`src/rtl/perf_counter_bank.sv`:
```
// Multi-channel performance counter bank with run-control FSM, sticky overflow
// flags and an atomic snapshot into shadow registers for display readout.
module perf_counter_bank #(
   parameter int unsigned WIDTH      = 16,
   parameter int unsigned CHANNELS   = 4,
   parameter int unsigned SEL_W      = 2,
   parameter bit          SATURATE   = 1'b0,
   parameter bit          AUTO_START = 1'b1
) (
   input  logic                clock,
   input  logic                reset,
   input  logic                clear_i,
   input  logic                start_i,
   input  logic                stop_i,
   input  logic [CHANNELS-1:0] event_i,
   input  logic                snap_i,
   input  logic [SEL_W-1:0]    sel_i,
   output logic [WIDTH-1:0]    read_data_o,
   output logic [CHANNELS-1:0] overflow_o,
   output logic [1:0]          state_o,
   output logic                running_o
);

   typedef enum logic [1:0] {
      ST_IDLE   = 2'b00,
      ST_RUN    = 2'b01,
      ST_FROZEN = 2'b10
   } state_e;

   localparam state_e ST_INIT = AUTO_START ? ST_RUN : ST_IDLE;

   state_e                             state_q;
   logic                               running_q;
   logic [CHANNELS-1:0][WIDTH-1:0]     cnt_q, cnt_d;
   logic [CHANNELS-1:0][WIDTH-1:0]     shadow_q;
   logic [CHANNELS-1:0]                ovf_q, ovf_d;
   logic                               count_en;

   // Run-control FSM; running is registered alongside the state it mirrors.
   always_ff @(posedge clock or posedge reset) begin
      if (reset) begin
         state_q   <= ST_INIT;
         running_q <= AUTO_START;
      end else if (clear_i) begin
         state_q   <= ST_INIT;
         running_q <= AUTO_START;
      end else begin
         case (state_q)
            ST_IDLE, ST_FROZEN: begin
               if (start_i && !stop_i) begin
                  state_q   <= ST_RUN;
                  running_q <= 1'b1;
               end
            end
            ST_RUN: begin
               if (stop_i) begin
                  state_q   <= ST_FROZEN;
                  running_q <= 1'b0;
               end
            end
            default: begin
               state_q   <= ST_INIT;
               running_q <= AUTO_START;
            end
         endcase
      end
   end

   // Counting uses the live stop level, so the freezing edge never counts.
   assign count_en = (state_q == ST_RUN) && !stop_i && !clear_i;

   always_comb begin
      cnt_d = cnt_q;
      ovf_d = ovf_q;
      for (int i = 0; i < int'(CHANNELS); i++) begin
         if (clear_i) begin
            cnt_d[i] = '0;
            ovf_d[i] = 1'b0;
         end else if (count_en && event_i[i]) begin
            if (&cnt_q[i]) begin
               ovf_d[i] = 1'b1;
               cnt_d[i] = SATURATE ? cnt_q[i] : '0;
            end else begin
               cnt_d[i] = cnt_q[i] + WIDTH'(1);
            end
         end
      end
   end

   // Shadows take pre-edge counter values, so a snap coinciding with clear
   // or an increment captures the old value.
   always_ff @(posedge clock or posedge reset) begin
      if (reset) begin
         cnt_q    <= '0;
         ovf_q    <= '0;
         shadow_q <= '0;
      end else begin
         cnt_q <= cnt_d;
         ovf_q <= ovf_d;
         if (snap_i) begin
            shadow_q <= cnt_q;
         end
      end
   end

   always_comb begin
      read_data_o = '0;
      for (int i = 0; i < int'(CHANNELS); i++) begin
         if (sel_i == SEL_W'(i)) begin
            read_data_o = shadow_q[i];
         end
      end
   end

   assign overflow_o = ovf_q;
   assign state_o    = state_q;
   assign running_o  = running_q;

endmodule

```
`config.mk`:
```
export PLATFORM = sky130hd
export DESIGN_NAME = perf_counter_bank
export DESIGN_NICKNAME = d
export VERILOG_FILES = /design/src/rtl/perf_counter_bank.sv
export SDC_FILE = /design/constraint.sdc
export NUM_CORES = 1
export LEC_CHECK = 0
export ABC_AREA = 1
export BUFFER_PORTS_ARGS = -buffer_cell sky130_fd_sc_hd__buf_2
export CAP_MARGIN = 20
export CELL_PAD_IN_SITES_DETAIL_PLACEMENT = 0
export CELL_PAD_IN_SITES_GLOBAL_PLACEMENT = 1
export CORE_ASPECT_RATIO = 0.7
export CORE_UTILIZATION = 41
export DETAILED_ROUTE_END_ITERATION = 8
export PLACE_DENSITY_LB_ADDON = 0.1
export SETUP_SLACK_MARGIN = 0.4
export SYNTH_ARGS = -nofsm -noshare
export SYNTH_HDL_FRONTEND = slang
export SYNTH_SLANG_ARGS = --single-unit
```
`constraint.sdc`:
```
create_clock -name clock -period 3.9 [get_ports clock]
set_input_delay 0.585 -clock clock [delete_from_list [all_inputs] [get_ports clock]]
set_output_delay 0.585 -clock clock [all_outputs]
set_load 0.02 [all_outputs]
```
-- Word level (Yosys, flattened, before mapping)
Index checks and enable logic that the tools add are counted.
- reductions and logical operators: 29
- shift operators: 0
- add/subtract/negate cells: 4
- mux-type cells: 36
- div/mod/pow operators: 0
- bitwise logic cells: 0
- $lt $le $gt $ge: 0
- $mul: 0
- equality and inequality tests: 7
- operators by type and width (kind ; count):
    two-way mux 16 bit ; 16
    adder 16 x 1 -> 16 bit, second input constant ; 4
    AND reduction 16 bit ; 4
    nonzero test 2 bit ; 8
    two-way mux 1 bit ; 15
    AND reduction 2 bit ; 5
    logical AND 1 bit ; 7
    == test 2 bit, second input constant ; 3
    two-way mux 2 bit ; 3
    != test 3 bit, second input constant ; 2
    == test 2 x 1 -> 1 bit, second input constant ; 2
    logical NOT 2 bit ; 2
    case mux 2 bit (2 select lines) ; 1
    logical NOT 1 bit ; 2
    case mux 1 bit (2 select lines) ; 1
    OR reduction 2 bit ; 1
- memory bits (read-only): 0
- memories kept: 0
- latch bits: 0
- memory bits (writable): 0
- input bits: 12
- register bits after elaboration: 135

-- Longest topological paths before layout
Gate-level depths: netlist of the first run.
- word-level depth: 6
- gate-level depth with buffers: 9
- depth with buffers taken out: 9

-- Worst setup path after synthesis of the first run
No wires, ideal clock.
- path kind: input to output
- from: input port sel_i[0]
- to: output port read_data_o[1]
- buffers on the path: 2
- data arrival time: 1.511 ns
- setup slack: 1.804 ns
- stages on the path: 5
- cell sequence: buf_2 > nor2_1 > buf_2 > nand2_1 > o2111ai_1
- longest elaborated chain between the ends: 5
- elaborated cells on any way between the ends: 8
- those cells by class: 3 x eq/ne; 4 x mux; 1 x reduce/logical
- ends and longest elaborated chain (what ; RTL line ; text):
    start, declared ; 17 ; input logic [SEL_W-1:0] sel_i,
    logical NOT 2 bit ; 109 ; if (sel_i == SEL_W'(i)) begin
    two-way mux 16 bit (3 in series) ; 109 ;
    two-way mux 16 bit * ; 109 ;
    end, declared ; 18 ; output logic [WIDTH-1:0] read_data_o,
Mark *: on every way between the ends. The rest lies on a longest branch, timed or not.

-- Final worst setup path of the first run
- from: input port sel_i[1]
- to: output port read_data_o[6]
Same word-level chain as after synthesis.

==> flow_metrics.py, run 1 <==
metrics = {
    "run_status": {
        "status": "finished clean",
    },
    "timing": {
        "fin_crit_ns": 2.67,
        "timing.hold.ws_ns": 0.337,
        "fin_skew_ns": 0.00913,
        "hold_violations": 0,
        "final_max_slew_viol_count": 0,
        "fmax_mhz": 374,
        "worst_slew_pin_slew_ns": 0.909,
        "grt_setup_unrepaired": "false",
        "setup_viol": 0,
        "relSlewSlack": 0.392,
        "fin_crit_sh": 0.686,
        "setup_tns_ns": 0,
    },
    "setup_path": {
        "startpoint": "sel_i[1]",
        "rrSetupSlack_ns": 1.95,
        "critPathKind": "in2out",
        "worstPathCellList": "buf_2 -> inv_1 -> nor2_1 -> a221oi_1 -> o21ai_0 -> buf_2",
        "worst_setup_path_start_kind": "primary input",
        "worst-endpoint-required_ns": 3.31,
        "critical-path-max-stage-delay_ns": 0.70,
        "critPathTopFamily": "simple AND/OR/NAND/NOR gates",
        "path_buf_inv": 3,
        "crit_path_max_fanout": 16,
        "cp.arrival_ns": 2.09,
        "worst_r2r_endpoint": "cnt_q[63]",
        "crit_end": "read_data_o[6]",
        "cp-end-kind": "output port",
        "r2r_cells": 7,
        "worst_path_most_repeated_cell": "buf_2",
        "path_depth": 6,
        "worstReg2RegStart": "state_o[0]",
        "slowest_stage": "nor2_1",
    },
    "synth": {
        "ys_seq_area_frac": 0.480,
        "syn-num-nets": 947,
        "ys_ff_latch": 135,
        "synth_cells": 931,
        "post_synth.cell_area_avg_um2": 7.56,
        "yosysWarnings": 0,
        "syn_area_mm2": 0.00704,
        "ys_types": 35,
    },
    "grt": {
        "grt_pass1_vias": 5537,
        "antenna_found_initial": 1,
        "grt_max_degree": 92,
        "grt_pass1_wl_um": 31200,
        "grt_remaining_overflow": 0,
        "grt_util_all_layers": 0.238,
    },
    "die": {
        "fp-row-count": 39,
        "floorplan.io_pins": 35,
        "core_mm2": 0.0165,
        "initial_core_util": 0.426,
        "die_area_mm2": 0.0177,
        "fp.dieH_um": 112,
        "die_w_um": 159,
    },
    "placement": {
        "dp_cells": 1166,
        "dp_hpwl_um": 14200,
        "gp_congestion": 0.950,
        "io_buffers": 34,
        "placed_area_mm2": 0.00738,
    },
    "job": {
        "cap_viol_max_count": 0,
    },
    "clock_tree": {
        "clkSinkCount": 135,
        "htreeDepth": 4,
        "clockBufferDepth": 2,
        "clkTransAtPathRegs_ns": 0.06,
        "clkLatencyLatePin_ns": 0.42,
        "cts_tree": "done",
        "cts_resized": 0,
        "hold_buffers": 0,
        "numCtsBuffers": 17,
        "postCtsSetupBuffers": 0,
        "cts_root_buffer": "clkbuf_16",
    },
    "finish": {
        "areaGrowthSynthToFinish_pct": 13.4,
        "multi_input_area_mm2": 0.00306,
        "stdcell_count": 1199,
        "fillerInstances": 1628,
        "finish.instance_area_mm2": 0.00799,
        "nets": 976,
        "register_area_mm2": 0.00338,
        "drive_above_1_share": 0.118,
    },
    "power_and_ir_drop": {
        "p_leak_nw": 3.65,
        "clkPwrFrac": 0.473,
        "pwr-share-comb": 0.097,
        "pwr_density_cell_mw_per_mm2": 441,
        "p_sw_w": 0.000931,
        "swShare": 0.265,
        "cell_internal_pwr_w": 0.00259,
        "seqPwrFrac": 0.430,
        "ir_drop_v": 0.000220,
    },
    "routing": {
        "wire_per_inst_um": 16.3,
        "avgViaCountPerCell": 5.06,
        "wirelength_um": 19500,
        "num_vias": 6066,
        "dr.pass1.iters": 7,
        "post-route-drc-count": 0,
        "ant_nets": 0,
        "drtIter0Drc": 452,
    },
    "worst_hold_path": {
        "hold_class": "in2async",
    },
}
==> layout make-up <==
class / instances / share of cell area
multi-input combinational: 652 / 0.383
inverter: 116 / 0.0553
timing repair buffer: 38 / 0.0270
antenna: 1 / 0.000313
clock buffer: 20 / 0.0572
sequential: 135 / 0.423
tap: 225 / 0.0353
clock inverter: 12 / 0.0186
==> metrics by stage <==
| step | power (W) | worst slack, ns | utilization |
|---|---|---|---|
| 6_report | 0.00352 | 1.23 | 0.483 |
| 5_1_grt | 0.00366 | 0.945 | 0.483 |
| 4_1_cts | 0.00355 | 1.25 | 0.483 |
| 3_5_place_dp | 0.00188 | 1.25 | 0.446 |
| 3_3_place_gp | 0.00187 | 1.26 | 0.446 |
| 2_1_floorplan | 0.00178 | 1.64 | - |
==> registers in the layout (all words and copies together), names as in the netlist <==
signal	count
shadow_q	64
running_o	1
cnt_q	64
overflow_o	4
state_o	2
==> worst min path at each step <==
stage	from	endpoint
after floorplan	shadow_q[1]	shadow_q[1]
after global placement	running_o	running_o
after detailed placement	overflow_o[2]	overflow_o[2]
after CTS	reset	cnt_q[7]
after global routing	reset	cnt_q[14]
final	reset	cnt_q[5]
==> power groups by stage <==
| stage | Combinational [W] | Sequential, W | Clock [W] |
|---|---|---|---|
| final | 0.000343 | 0.00151 | 0.00166 |
| after global routing | 0.000381 | 0.00152 | 0.00177 |
| after CTS | 0.000346 | 0.00151 | 0.00169 |
| after detailed placement | 0.000346 | 0.00153 | 0 |
| after global placement | 0.000339 | 0.00153 | 0 |
| after floorplan | 0.000234 | 0.00154 | 0 |
==> cell families (layout without fill, tap and decap cells) <==
kind of cell	Yosys count	count (layout)	share of synthesized area
adders and majority gates	4	4	0.00711
DFF	135	135	0.480
and+or+nand+nor	507	507	0.310
AOI/OAI and AO/OA	131	131	0.102
other	0	1	0
muxes	7	7	0.0112
xor gates and xnor gates	3	3	0.00373
buffers and inverters	144	186	0.0856
==> cells in the final DEF, fill, tap and decap left out, types with 3 or more instances in the layout <==
master / n
bufinv_16: 3
o21ai_0: 53
ha_1: 4
a221oi_1: 4
dfrtp_1: 133
clkbuf_16: 17
clkinv_2: 4
o22ai_1: 8
nand2_2: 6
nand4_1: 19
o21ai_2: 4
clkinvlp_4: 5
nand2_1: 245
inv_1: 114
nand3_1: 63
xor2_1: 3
a21oi_1: 55
o2111ai_1: 4
nor2_1: 146
nand3_2: 6
nand2_4: 3
buf_4: 4
nor2_2: 9
mux2_2: 7
buf_2: 33
==> metal layers <==
layer / part of all wire / track usage / vias to the layer above
met2: 0.40 / 0.311 / 148
met1: 0.52 / 0.365 / 2872
met3: 0.065 / 0.0751 / 14
li1: - / - / 3032
met5: 0 / 0 / -
met4: 0.013 / 0.0750 / 0
==> synth_stat cells (all sizes together) <==
cell	instances	area share
o2111ai	4	0.0050
dfstp	2	0.0075
o211ai	1	0.0011
o31ai	1	0.0011
o22ai	8	0.0071
or2	2	0.0018
a221oi	4	0.0050
nand3	69	0.053
nor3	3	0.0036
nand4	19	0.017
o21a	1	0.0011
o21ai	57	0.043
mux2	7	0.011
nor2	158	0.092
a21oi	55	0.039
dfrtp	133	0.47
xor2	3	0.0037
nand3b	2	0.0021
inv	116	0.062
buf	23	0.021
ha	4	0.0071
clkbuf	5	0.0027
nand2	254	0.14
No activity file was read; power rests on OpenSTA's default activity.
==> run 2, diff against run 1 <==
Settings changed: CORE_UTILIZATION 41 to 46.
Clock period 3.9 ns to 2.6 ns, I/O delays scaled along.
==> flow_metrics.py, run 2 (synthesis results as in run 1) <==
metrics = {
    "run_status": {
        "status": "finished clean",
    },
    "timing": {
        "setup_viol": 0,
        "grt_setup_unrepaired": "false",
        "fmax_mhz": 493,
        "final_max_slew_viol_count": 0,
        "hold_violations": 0,
        "fin_skew_ns": 0.0142,
        "fin_crit_ns": 2.03,
        "worst_slew_pin_slew_ns": 0.711,
        "timing.hold.ws_ns": 0.201,
        "fin_crit_sh": 0.780,
        "relSlewSlack": 0.526,
        "setup_tns_ns": 0,
    },
    "routing": {
        "post-route-drc-count": 0,
        "avgViaCountPerCell": 5.23,
        "wirelength_um": 18000,
        "num_vias": 6114,
        "drtIter0Drc": 409,
        "dr.pass1.iters": 5,
        "ant_nets": 0,
        "wire_per_inst_um": 15.4,
    },
    "clock_tree": {
        "clkTransAtPathRegs_ns": 0.06,
        "numCtsBuffers": 17,
        "htreeDepth": 4,
        "cts_tree": "done",
        "postCtsSetupBuffers": 0,
        "cts_root_buffer": "clkbuf_16",
        "cts_resized": 0,
        "hold_buffers": 0,
        "clockBufferDepth": 2,
        "clkSinkCount": 135,
        "clkLatencyLatePin_ns": 0.42,
    },
    "finish": {
        "multi_input_area_mm2": 0.00306,
        "drive_above_1_share": 0.119,
        "final_util": 0.540,
        "fillerInstances": 1391,
        "n_antenna_cell": 0,
        "layout_common_cells": "nand2_1, nor2_1, dfrtp_1",
        "nets": 978,
        "areaGrowthSynthToFinish_pct": 13.5,
        "stdcell_count": 1168,
        "register_area_mm2": 0.00338,
        "final_common_cell": "nand2_1",
    },
    "grt": {
        "grt_util_all_layers": 0.245,
        "grt_pass1_vias": 5710,
        "grt_pass1_wl_um": 29400,
        "gr-usage-met2": 0.355,
        "grt_max_degree": 136,
        "antenna_found_initial": 0,
        "top_usage_layer": "met1",
        "grt_use_met3": 0.0597,
        "use_met1": 0.358,
        "grt_remaining_overflow": 0,
    },
    "worst_hold_path": {
        "hold_class": "in2async",
    },
    "power_and_ir_drop": {
        "ir_drop_v": 0.000458,
        "total_power_w": 0.00529,
        "pwr_density_cell_mw_per_mm2": 662,
        "p_leak_nw": 3.68,
    },
    "setup_path": {
        "worst_setup_path_start_kind": "primary input",
        "worst-endpoint-required_ns": 2.21,
        "crit_path_max_fanout": 12,
        "critPathKind": "in2out",
        "cp.arrival_ns": 1.64,
        "cp-end-kind": "output port",
    },
    "die": {
        "fp-row-count": 37,
        "floorplan.io_pins": 35,
        "initial_core_util": 0.475,
        "die_area_mm2": 0.0158,
        "fp.dieH_um": 106,
        "die_w_um": 150,
        "core_mm2": 0.0148,
    },
    "placement": {
        "io_buffers": 34,
        "dp_cells": 1138,
        "dp_hpwl_um": 12900,
        "gp_congestion": 1.01,
    },
    "job": {
        "cap_viol_max_count": 0,
    },
}
==> run 2: changes by cell type in the layout (fill, tap and decap cells not counted), sizes merged <==
| cell | delta |
|---|---|
| buf | +2 |
| clkbuf | +2 |
| clkinvlp | -2 |
| clkinv | -1 |
| diode | -1 |
| inv | -1 |
==> run 2: where the power goes <==
group / total [W] / switching [W] / internal [W]
Sequential: 0.00226 / 0.0000661 / 0.00219
Clock: 0.00251 / 0.000892 / 0.00162
Combinational: 0.000520 / 0.000380 / 0.000140
==> run 2: worst max-delay path: stages <==
cell	delay (ns)
buf_2	0.12
inv_1	0.10
nand2_1	0.28
nor2_1	0.09
a221oi_1	0.23
o21ai_0	0.21
buf_2	0.21
==> run 2: cell type report <==
class / instances / area share
multi-input combinational: 652 / 0.383
clock buffer: 22 / 0.0618
inverter: 116 / 0.0553
clock inverter: 8 / 0.0150
tap: 195 / 0.0305
timing repair buffer: 40 / 0.0319
sequential: 135 / 0.423
==> run 2: metal layers <==
layer | share of wire | vias to the layer above
li1 | - | 3034
met1 | 0.50 | 2906
met2 | 0.43 | 155
met3 | 0.051 | 19
met4 | 0.015 | 0
met5 | 0 | -
==> run 2: final timing paths <==
check / start / endpoint / slack (ns) / cells after the start
max: sel_i[1] / read_data_o[6] / 0.57 / 7
min: reset / cnt_q[7] / 0.20 / 3
max reg2reg: state_o[0] / cnt_q[55] / 0.66 / 7
min reg2reg: running_o / running_o / 0.47 / 2
max in group asynchronous: reset / shadow_q[23] / 1.91 / 3
min in group clock: clear_i / overflow_o[0] / 0.28 / 2
==> run 2: stage by stage <==
stage / setup WS, ns / cell area (µm²)
after floorplan: 0.532 / 7050
after global placement: 0.665 / 7380
after detailed placement: 0.632 / 7380
after CTS: 0.620 / 7990
after global routing: 0.475 / 7990
final: 0.572 / 7990
